==> src/rtl/csr_file_if.sv <==
// CSR access bus between the execute/writeback stage (master) and the CSR file (slave).
// No handshake: an access presented with csr_valid is consumed on the same clock edge;
// csr_rdata and csr_illegal are combinational responses to the current request.
interface csr_file_if #(
    parameter int XLEN = 32
);
    logic            csr_valid;
    logic [11:0]     csr_addr;
    logic [1:0]      csr_op;
    logic [XLEN-1:0] csr_wdata;
    logic [XLEN-1:0] csr_rdata;
    logic            csr_illegal;

    modport master (
        output csr_valid, csr_addr, csr_op, csr_wdata,
        input  csr_rdata, csr_illegal
    );

    modport slave (
        input  csr_valid, csr_addr, csr_op, csr_wdata,
        output csr_rdata, csr_illegal
    );
endinterface

==> src/rtl/csr_file.sv <==
// Machine-mode CSR file: addressed read/write/set/clear, trap entry and mret sequencing,
// timer-interrupt gating and a free-running 64-bit cycle counter.
module csr_file #(
    parameter int              XLEN          = 32,
    parameter logic [31:0]     MSTATUS_RESET = 32'h1800,
    parameter logic [XLEN-1:0] MTVEC_RESET   = '0,
    parameter logic [XLEN-1:0] HART_ID       = '0,
    parameter bit              CYCLE_EN      = 1'b1
) (
    input  logic            clk,
    input  logic            rst_n,
    csr_file_if.slave       bus,
    input  logic [XLEN-1:0] pc,
    input  logic            trap_valid,
    input  logic [XLEN-1:0] trap_cause,
    input  logic            mret,
    input  logic            irq_timer,
    output logic            irq_pending,
    output logic [XLEN-1:0] mtvec_out,
    output logic [XLEN-1:0] mepc_out,
    output logic [XLEN-1:0] mstatus_out,
    output logic [XLEN-1:0] mcause_out
);
    localparam logic [11:0] A_MSTATUS  = 12'h300;
    localparam logic [11:0] A_MIE      = 12'h304;
    localparam logic [11:0] A_MTVEC    = 12'h305;
    localparam logic [11:0] A_MSCRATCH = 12'h340;
    localparam logic [11:0] A_MEPC     = 12'h341;
    localparam logic [11:0] A_MCAUSE   = 12'h342;
    localparam logic [11:0] A_MIP      = 12'h344;
    localparam logic [11:0] A_MCYCLE   = 12'hB00;
    localparam logic [11:0] A_MCYCLEH  = 12'hB80;
    localparam logic [11:0] A_MHARTID  = 12'hF14;

    logic            mie_q, mpie_q, mtie_q;
    logic [XLEN-1:0] mtvec_q, mscratch_q, mepc_q, mcause_q;
    logic [63:0]     cycle_q, cycle_inc, cycle_next;

    logic [XLEN-1:0] mstatus_val, rdata, wval;
    logic            mapped, read_only, illegal, wr;

    // MPP is hard-wired to machine mode; only MIE and MPIE have storage.
    always_comb begin
        mstatus_val        = '0;
        mstatus_val[12:11] = 2'b11;
        mstatus_val[7]     = mpie_q;
        mstatus_val[3]     = mie_q;
    end

    always_comb begin
        rdata     = '0;
        mapped    = 1'b1;
        read_only = 1'b0;
        case (bus.csr_addr)
            A_MSTATUS:  rdata = mstatus_val;
            A_MIE:      rdata[7] = mtie_q;
            A_MTVEC:    rdata = mtvec_q;
            A_MSCRATCH: rdata = mscratch_q;
            A_MEPC:     rdata = mepc_q;
            A_MCAUSE:   rdata = mcause_q;
            A_MIP: begin
                rdata[7]  = irq_timer;
                read_only = 1'b1;
            end
            A_MCYCLE:   rdata = cycle_q[XLEN-1:0];
            A_MCYCLEH: begin
                if (XLEN == 32) rdata = XLEN'(cycle_q[63:32]);
                else            mapped = 1'b0;
            end
            A_MHARTID: begin
                rdata     = HART_ID;
                read_only = 1'b1;
            end
            default:    mapped = 1'b0;
        endcase
    end

    always_comb begin
        illegal = bus.csr_valid && (!mapped || (bus.csr_op != 2'b00 && read_only));
        wr      = bus.csr_valid && (bus.csr_op != 2'b00) && !illegal;
        case (bus.csr_op)
            2'b01:   wval = bus.csr_wdata;
            2'b10:   wval = rdata | bus.csr_wdata;
            2'b11:   wval = rdata & ~bus.csr_wdata;
            default: wval = rdata;
        endcase
    end

    // A written half is replaced outright; the other half takes the pre-write count + 1.
    always_comb begin
        cycle_inc  = cycle_q + 64'd1;
        cycle_next = cycle_inc;
        if (!CYCLE_EN) begin
            cycle_next = '0;
        end else if (wr && bus.csr_addr == A_MCYCLE) begin
            if (XLEN == 32) cycle_next[31:0] = wval[31:0];
            else            cycle_next = 64'(wval);
        end else if (wr && bus.csr_addr == A_MCYCLEH && XLEN == 32) begin
            cycle_next[63:32] = wval[31:0];
        end
    end

    always_ff @(posedge clk or negedge rst_n) begin
        if (!rst_n) begin
            mie_q      <= MSTATUS_RESET[3];
            mpie_q     <= MSTATUS_RESET[7];
            mtie_q     <= 1'b0;
            mtvec_q    <= MTVEC_RESET;
            mscratch_q <= '0;
            mepc_q     <= '0;
            mcause_q   <= '0;
            cycle_q    <= '0;
        end else begin
            if (trap_valid) begin
                mpie_q <= mie_q;
                mie_q  <= 1'b0;
            end else if (mret) begin
                mie_q  <= mpie_q;
                mpie_q <= 1'b1;
            end else if (wr && bus.csr_addr == A_MSTATUS) begin
                mie_q  <= wval[3];
                mpie_q <= wval[7];
            end

            if (wr && bus.csr_addr == A_MIE)      mtie_q     <= wval[7];
            if (wr && bus.csr_addr == A_MTVEC)    mtvec_q    <= {wval[XLEN-1:2], 2'b00};
            if (wr && bus.csr_addr == A_MSCRATCH) mscratch_q <= wval;

            if (trap_valid)                       mepc_q <= {pc[XLEN-1:2], 2'b00};
            else if (wr && bus.csr_addr == A_MEPC) mepc_q <= {wval[XLEN-1:2], 2'b00};

            if (trap_valid)                         mcause_q <= trap_cause;
            else if (wr && bus.csr_addr == A_MCAUSE) mcause_q <= wval;

            cycle_q <= cycle_next;
        end
    end

    assign bus.csr_rdata   = rdata;
    assign bus.csr_illegal = illegal;
    assign irq_pending     = mie_q & mtie_q & irq_timer;
    assign mtvec_out       = mtvec_q;
    assign mepc_out        = mepc_q;
    assign mstatus_out     = mstatus_val;
    assign mcause_out      = mcause_q;
endmodule

==> src/flat_wrapper.sv <==
// flat-port wrapper written by rule: the top's interface ports become plain ports
module csr_file_flat 
#(
    parameter int              XLEN          = 32,
    parameter logic [31:0]     MSTATUS_RESET = 32'h1800,
    parameter logic [XLEN-1:0] MTVEC_RESET   = '0,
    parameter logic [XLEN-1:0] HART_ID       = '0,
    parameter bit              CYCLE_EN      = 1'b1
)
  (clk, rst_n, pc, trap_valid, trap_cause, mret, irq_timer, irq_pending, mtvec_out, mepc_out, mstatus_out, mcause_out, bus_csr_valid, bus_csr_addr, bus_csr_op, bus_csr_wdata, bus_csr_rdata, bus_csr_illegal);
  csr_file_if #(.XLEN(XLEN)) bus_i ();
  input  logic clk;
  input  logic rst_n;
  input  logic [XLEN-1:0] pc;
  input  logic trap_valid;
  input  logic [XLEN-1:0] trap_cause;
  input  logic mret;
  input  logic irq_timer;
  output logic irq_pending;
  output logic [XLEN-1:0] mtvec_out;
  output logic [XLEN-1:0] mepc_out;
  output logic [XLEN-1:0] mstatus_out;
  output logic [XLEN-1:0] mcause_out;
  input wire logic [$bits(bus_i.csr_valid)-1:0] bus_csr_valid;
  input wire logic [$bits(bus_i.csr_addr)-1:0] bus_csr_addr;
  input wire logic [$bits(bus_i.csr_op)-1:0] bus_csr_op;
  input wire logic [$bits(bus_i.csr_wdata)-1:0] bus_csr_wdata;
  output wire logic [$bits(bus_i.csr_rdata)-1:0] bus_csr_rdata;
  output wire logic [$bits(bus_i.csr_illegal)-1:0] bus_csr_illegal;
  assign bus_i.csr_valid = bus_csr_valid;
  assign bus_i.csr_addr = bus_csr_addr;
  assign bus_i.csr_op = bus_csr_op;
  assign bus_i.csr_wdata = bus_csr_wdata;
  assign bus_csr_rdata = bus_i.csr_rdata;
  assign bus_csr_illegal = bus_i.csr_illegal;
  csr_file #(.XLEN(XLEN), .MSTATUS_RESET(MSTATUS_RESET), .MTVEC_RESET(MTVEC_RESET), .HART_ID(HART_ID), .CYCLE_EN(CYCLE_EN)) u_core (.clk(clk), .rst_n(rst_n), .bus(bus_i), .pc(pc), .trap_valid(trap_valid), .trap_cause(trap_cause), .mret(mret), .irq_timer(irq_timer), .irq_pending(irq_pending), .mtvec_out(mtvec_out), .mepc_out(mepc_out), .mstatus_out(mstatus_out), .mcause_out(mcause_out));
endmodule
==> config.mk <==
export PLATFORM = sky130hd
export DESIGN_NAME = csr_file_flat
export DESIGN_NICKNAME = d
export VERILOG_FILES = /design/src/rtl/csr_file_if.sv /design/src/rtl/csr_file.sv /design/src/flat_wrapper.sv
export SDC_FILE = /design/constraint.sdc
export NUM_CORES = 1
export LEC_CHECK = 0
export ABC_AREA = 1
export BUFFER_PORTS_ARGS = -buffer_cell sky130_fd_sc_hd__buf_2
export CAP_MARGIN = 40
export CORE_MARGIN = 8
export CORE_UTILIZATION = 45
export DETAILED_ROUTE_END_ITERATION = 12
export HOLD_SLACK_MARGIN = 0.05
export PLACE_DENSITY = 0.68
export SYNTH_ARGS = -nofsm -noshare
export SYNTH_HDL_FRONTEND = slang
export SYNTH_SLANG_ARGS = --single-unit
==> constraint.sdc <==
create_clock -name clk -period 4.9 [get_ports clk]
set_clock_uncertainty 0.2 [all_clocks]
set_input_delay 0.735 -clock clk [delete_from_list [all_inputs] [get_ports clk]]
set_output_delay 0.735 -clock clk [all_outputs]
set_load 0.02 [all_outputs]
# [Word level (Yosys, flattened, before mapping)]
# Index checks and enable logic that the tools add are counted.
[word_totals] ff_bits=193 in_bits=116 output_inout_bits=162
[classes] addsub=1 eq_ne=13 mux=19 n_bitwise=5 reduce_logical=21
[ops] operator="$mux W32" count=7
[ops] operator="$pmux W24 S7" count=1
[ops] operator="$pmux W32 S3" count=1
[ops] operator="$eq A12 B10 Y1 const B" count=7
[ops] operator="$add A64 B1 Y64 const B" count=1
[ops] operator="$pmux W7 S7" count=1
[ops] operator="$eq A12 B12 Y1 const B" count=3
[ops] operator="$and A32 B32 Y32" count=1
[ops] operator="$not A32 Y32" count=1
[ops] operator="$or A32 B32 Y32" count=1
[ops] operator="$logic_and A1 B1 Y1" count=12
[ops] operator="$reduce_or A10 Y1" count=1
[ops] operator="$pmux W1 S9" count=1
[ops] operator="$mux W1" count=8
[ops] operator="$reduce_bool A2 Y1" count=3
[ops] operator="$eq A2 B2 Y1 const B" count=2
[ops] operator="$reduce_bool A3 Y1" count=1
[ops] operator="$and A1 B1 Y1" count=2
[ops] operator="$eq A2 B1 Y1 const B" count=1
[ops] operator="$logic_not A1 Y1" count=2
[ops] operator="$reduce_or A2 Y1" count=1
[ops] operator="$logic_or A1 B1 Y1" count=1

# [Longest topological paths before layout]
[logic_depth] word_depth=12 ltp_mapped=17

# [Worst setup path before layout]
# Ideal clock, no wire load.
[synth_path] path_type="input -> output" start="in bus_csr_addr[9]" end="out bus_csr_illegal" arrival_ns=2.132 slack_ns=1.833 path_stages=9 path_buffers=0 cell_sequence="nand2_1 -> inv_1 -> nand2_2 -> nor2_4 -> nand2_1 -> nand2_1 -> nor2_1 -> nand3_4 -> a211oi_1"
[synth_between] elab_chain_len=6 elab_cells_between_ends=18
[synth_lines] element="start, declared" line_no="flat_wrapper.sv:25" rtl="input wire logic [$bits(bus_i.csr_addr)-1:0] bus_csr_addr;"
[synth_lines] element="$eq A12 B12 Y1 or $eq A12 B10 Y1 (tied branches)" line_no="csr_file.sv:54" rtl="case (bus.csr_addr)"
[synth_lines] element="$reduce_or A10 Y1 (no source line) or $reduce_or A2 Y1 (tied branches)"
[synth_lines] element="$mux W1, on equally long branches"
[synth_lines] element="$logic_not A1 Y1 or $logic_and A1 B1 Y1 (tied branches)" line_no="csr_file.sv:79" rtl="illegal = bus.csr_valid && (!mapped || (bus.csr_op != 2'b00 && read_only));"
[synth_lines] element="$logic_or A1 B1 Y1 (*)" line_no="csr_file.sv:79"
[synth_lines] element="$logic_and A1 B1 Y1 (*)" line_no="csr_file.sv:79"
[synth_lines] element="end, declared" line_no="flat_wrapper.sv:29" rtl="output wire logic [$bits(bus_i.csr_illegal)-1:0] bus_csr_illegal;"
# Mark *: on every way between the ends. The rest lies on a longest branch, timed or not.

# [Worst setup path after layout]
[layout_path] start="in bus_csr_addr[9]" end="out bus_csr_rdata[23]"
[layout_between] elab_chain_len=2 elab_cells_between_ends=8
[layout_lines] element="$eq A12 B12 Y1 or $eq A12 B10 Y1 (tied branches)" line_no="csr_file.sv:54"
[layout_lines] element="$pmux W24 S7 (*)" line_no="csr_file.sv:54"
[layout_lines] element="end, declared" line_no="flat_wrapper.sv:28" rtl="output wire logic [$bits(bus_i.csr_rdata)-1:0] bus_csr_rdata;"
# Marks and branches as above.

==> flow_summary.json <==
{
  "worst-path-stages": 10,
  "peakVddDrop_uv": 239,
  "antenna_found_initial": 3,
  "finalNetCount": 2309,
  "rsz0062_at_grt": "no",
  "die_area_mm2": 0.0343,
  "postCtsSetupRepairBufs": 0,
  "required_ps": 3960,
  "final_hold_viol_count": 0,
  "drc": 0,
  "synth.distinct_cells": 40,
  "row_count": 62,
  "n_fill_cell": 3027,
  "p_sw_mw": 1.08,
  "cts_root_buf": "clkbuf_16",
  "p_int_mw": 2.63,
  "fin_util": 0.524,
  "ys_ff_latch": 191,
  "tns_ps": 0,
  "slew-limit-headroom": 0.393,
  "powerDensity_mw_per_mm2": 249,
  "io_pins": 278,
  "die_y_um": 185,
  "synth_top_area_share": 0.371,
  "status": "completed",
  "via_per_inst": 5.51,
  "start_kind": "input port",
  "setup_viol": 0,
  "timing.final.crit_period_ps": 3790,
  "grt-ovfl-total": 0,
  "slew_viol_final": 0,
  "first_pass_iters": 6,
  "clock_latency_ps": 460,
  "core_mm2": 0.0285,
  "timing.fmax_mhz": 264,
  "r2r_end": "u_core.cycle_q[33]",
  "antenna_left": 0,
  "r2r_slack_ps": 1990,
  "die_w_um": 185,
  "ctsResizeCount": 0,
  "r2r_cells": 10,
  "cts_tree": "done",
  "worst_pin_slew_ps": 910,
  "worstPathMaxFanout": 16,
  "seqPwrFrac": 0.453,
  "min_period_over_period": 0.774,
  "synth_top_area_cell": "dfrtp_1",
  "synthTopCellsByArea": "dfrtp_1, nand2_1, nand3_1, inv_1, o21ai_0",
  "grt_pass1_vias": 13733,
  "grt_max_degree": 100,
  "slowest_stage": "o21ai_0",
  "wl_mm": 56.8,
  "cp_num_buf_inv": 3,
  "r2r-start": "u_core.cycle_q[2]",
  "critPathCaptureType": "primary output",
  "syn-instance-count": 1987,
  "clkTransAtPathRegs_ps": 70,
  "via_count": 14255,
  "start_util": 0.452,
  "slowest_delay_ps": 480,
  "grt_use_total": 0.333,
  "hpwl_mm": 44.3,
  "critPathKind": "in2out",
  "p_comb_frac": 0.132,
  "synth_area_mm2": 0.0129,
  "h-tree-depth": 4,
  "cts_buffers": 17,
  "maxCapViolations": 0,
  "syn_area_per_cell_um2": 6.48,
  "drive_gt1_frac": 0.153,
  "clock_sinks": 191,
  "syn2layout_area_growth_pct": 15.8,
  "drt_iter0_markers": 1468,
  "globalplace.congestion": 0.991,
  "grt_pass1_wl_mm": 85.1,
  "ys_warn_count": 0,
  "netSwitchingFraction": 0.292,
  "crit_family": "simple AND/OR/NAND/NOR gates",
  "arrival_ps": 2860,
  "holdBufCountCts": 0,
  "wl_per_cell_um": 21.9,
  "power_leakage_nw": 7.83,
  "yosysSeqAreaShare": 0.371,
  "hp-class": "in2async",
  "worstPathCellList": "buf_2 -> nand2_1 -> inv_1 -> nand2_2 -> nor2_4 -> nand3_4 -> o21ai_0 -> nor2_1 -> nand2_1 -> buf_2",
  "portBuffers": 241,
  "cts_buffer_depth": 2,
  "clkPwrFrac": 0.415
}
==> cell usage in the layout, fill, tap and decap left out, types with 32 or more instances in the layout <==
cell	count
dfrtp_1	191
conb_1	34
nand3_1	217
nor2_1	127
xor2_1	35
o21ai_1	32
o21ai_0	98
nor3_1	37
buf_2	240
inv_1	148
nand4_1	38
nand2_1	862
==> logic make-up (layout without fill, tap and decap cells) <==
kind of cell | Yosys count | after routing | synth area share
buffers and inverters | 270 | 455 | 0.0969
flip-flops | 191 | 191 | 0.371
AND/OR/NAND/NOR | 1325 | 1325 | 0.435
other | 2 | 35 | 0.000583
XOR/XNOR | 56 | 56 | 0.0381
AO/OA/AOI/OAI | 142 | 142 | 0.0577
adder cells (fa/ha/maj) | 1 | 1 | 0.000971
==> final cells by class <==
cell class              count  area, µm²  area share
diodes                      1       2.50    0.000168
clock inverters            12        183      0.0123
well taps                 384        480      0.0322
clock buffers              19        443      0.0297
repair buffers            267       1460      0.0976
multi-input cells        1558       6980       0.468
inverters                 157        589      0.0395
flip-flops and latches    191       4780       0.321
==> cells in the mapped netlist <==
master and number:
a211oi_1 1, nor2_8 1, nand3_4 2, o211ai_1 2
nor3b_1 2, nand3b_1 4, and2_1 1, buf_1 2
nor3_1 37, o22ai_1 2, nand2_2 7, nand2_1 862
buf_4 39, nand4_1 38, a21oi_1 1, xnor2_1 21
clkinv_1 2, nor2_4 9, o41ai_1 1, dfrtp_1 191
a221oi_1 2, nor2_1 128, inv_1 149, or2_2 1
clkbuf_1 27, buf_2 38, o21ai_0 98, nor2_2 10
conb_1 2, nor4_1 3, nand3_1 217, o21ai_1 32
nand3_2 1, ha_1 1, inv_2 6, buf_6 5
o2111ai_1 3, nand2_4 2, clkbuf_2 2, xor2_1 35
==> flip-flops by register name, summed over array words and instances (netlist names) <==
name               count
u_core.mie_q           1
u_core.cycle_q        64
u_core.mscratch_q     32
u_core.mtvec_out      30
u_core.mepc_out       30
u_core.mpie_q          1
u_core.mtie_q          1
u_core.mcause_out     32
==> power groups by stage <==
stage | Combinational [mW] | Clock, mW | Sequential [mW]
6_report | 0.491 | 1.54 | 1.68
5_1_grt | 0.530 | 1.61 | 1.69
4_1_cts | 0.487 | 1.55 | 1.68
3_5_place_dp | 0.485 | 0 | 1.71
3_3_place_gp | 0.477 | 0 | 1.71
2_1_floorplan | 0.219 | 0 | 1.76
==> through the flow <==
stage	hold WS, ps	instances	area (µm²)	setup slack [ps]	power (mW)
after CTS	173	2588	14900	1220	3.72
after floorplan	239	2019	13000	1830	1.97
after global placement	264	2556	14300	1180	2.19
after global routing	181	2589	14900	1060	3.83
final	118	2589	14900	1110	3.71
after detailed placement	266	2557	14300	1130	2.20
==> metal layers <==
metal / share of wire / up-vias / global-route usage
met5: 0.00046 / - / 0
met4: 0.037 / 4 / 0.130
met3: 0.078 / 101 / 0.0512
met2: 0.46 / 730 / 0.529
met1: 0.42 / 6792 / 0.451
li1: - / 6628 / -
==> worst max-delay path by stage <==
stage | startpoint | to | slack [ps]
after floorplan | bus_csr_addr[9] | bus_csr_illegal | 1830
final | bus_csr_addr[9] | bus_csr_rdata[23] | 1110
after global routing | bus_csr_addr[3] | bus_csr_rdata[7] | 1060
after CTS | bus_csr_addr[9] | bus_csr_rdata[23] | 1220
after global placement | bus_csr_addr[9] | u_core.mtvec_out[30] | 1180
after detailed placement | bus_csr_addr[9] | u_core.mtvec_out[2] | 1130
No activity file was read; power rests on OpenSTA's default activity.
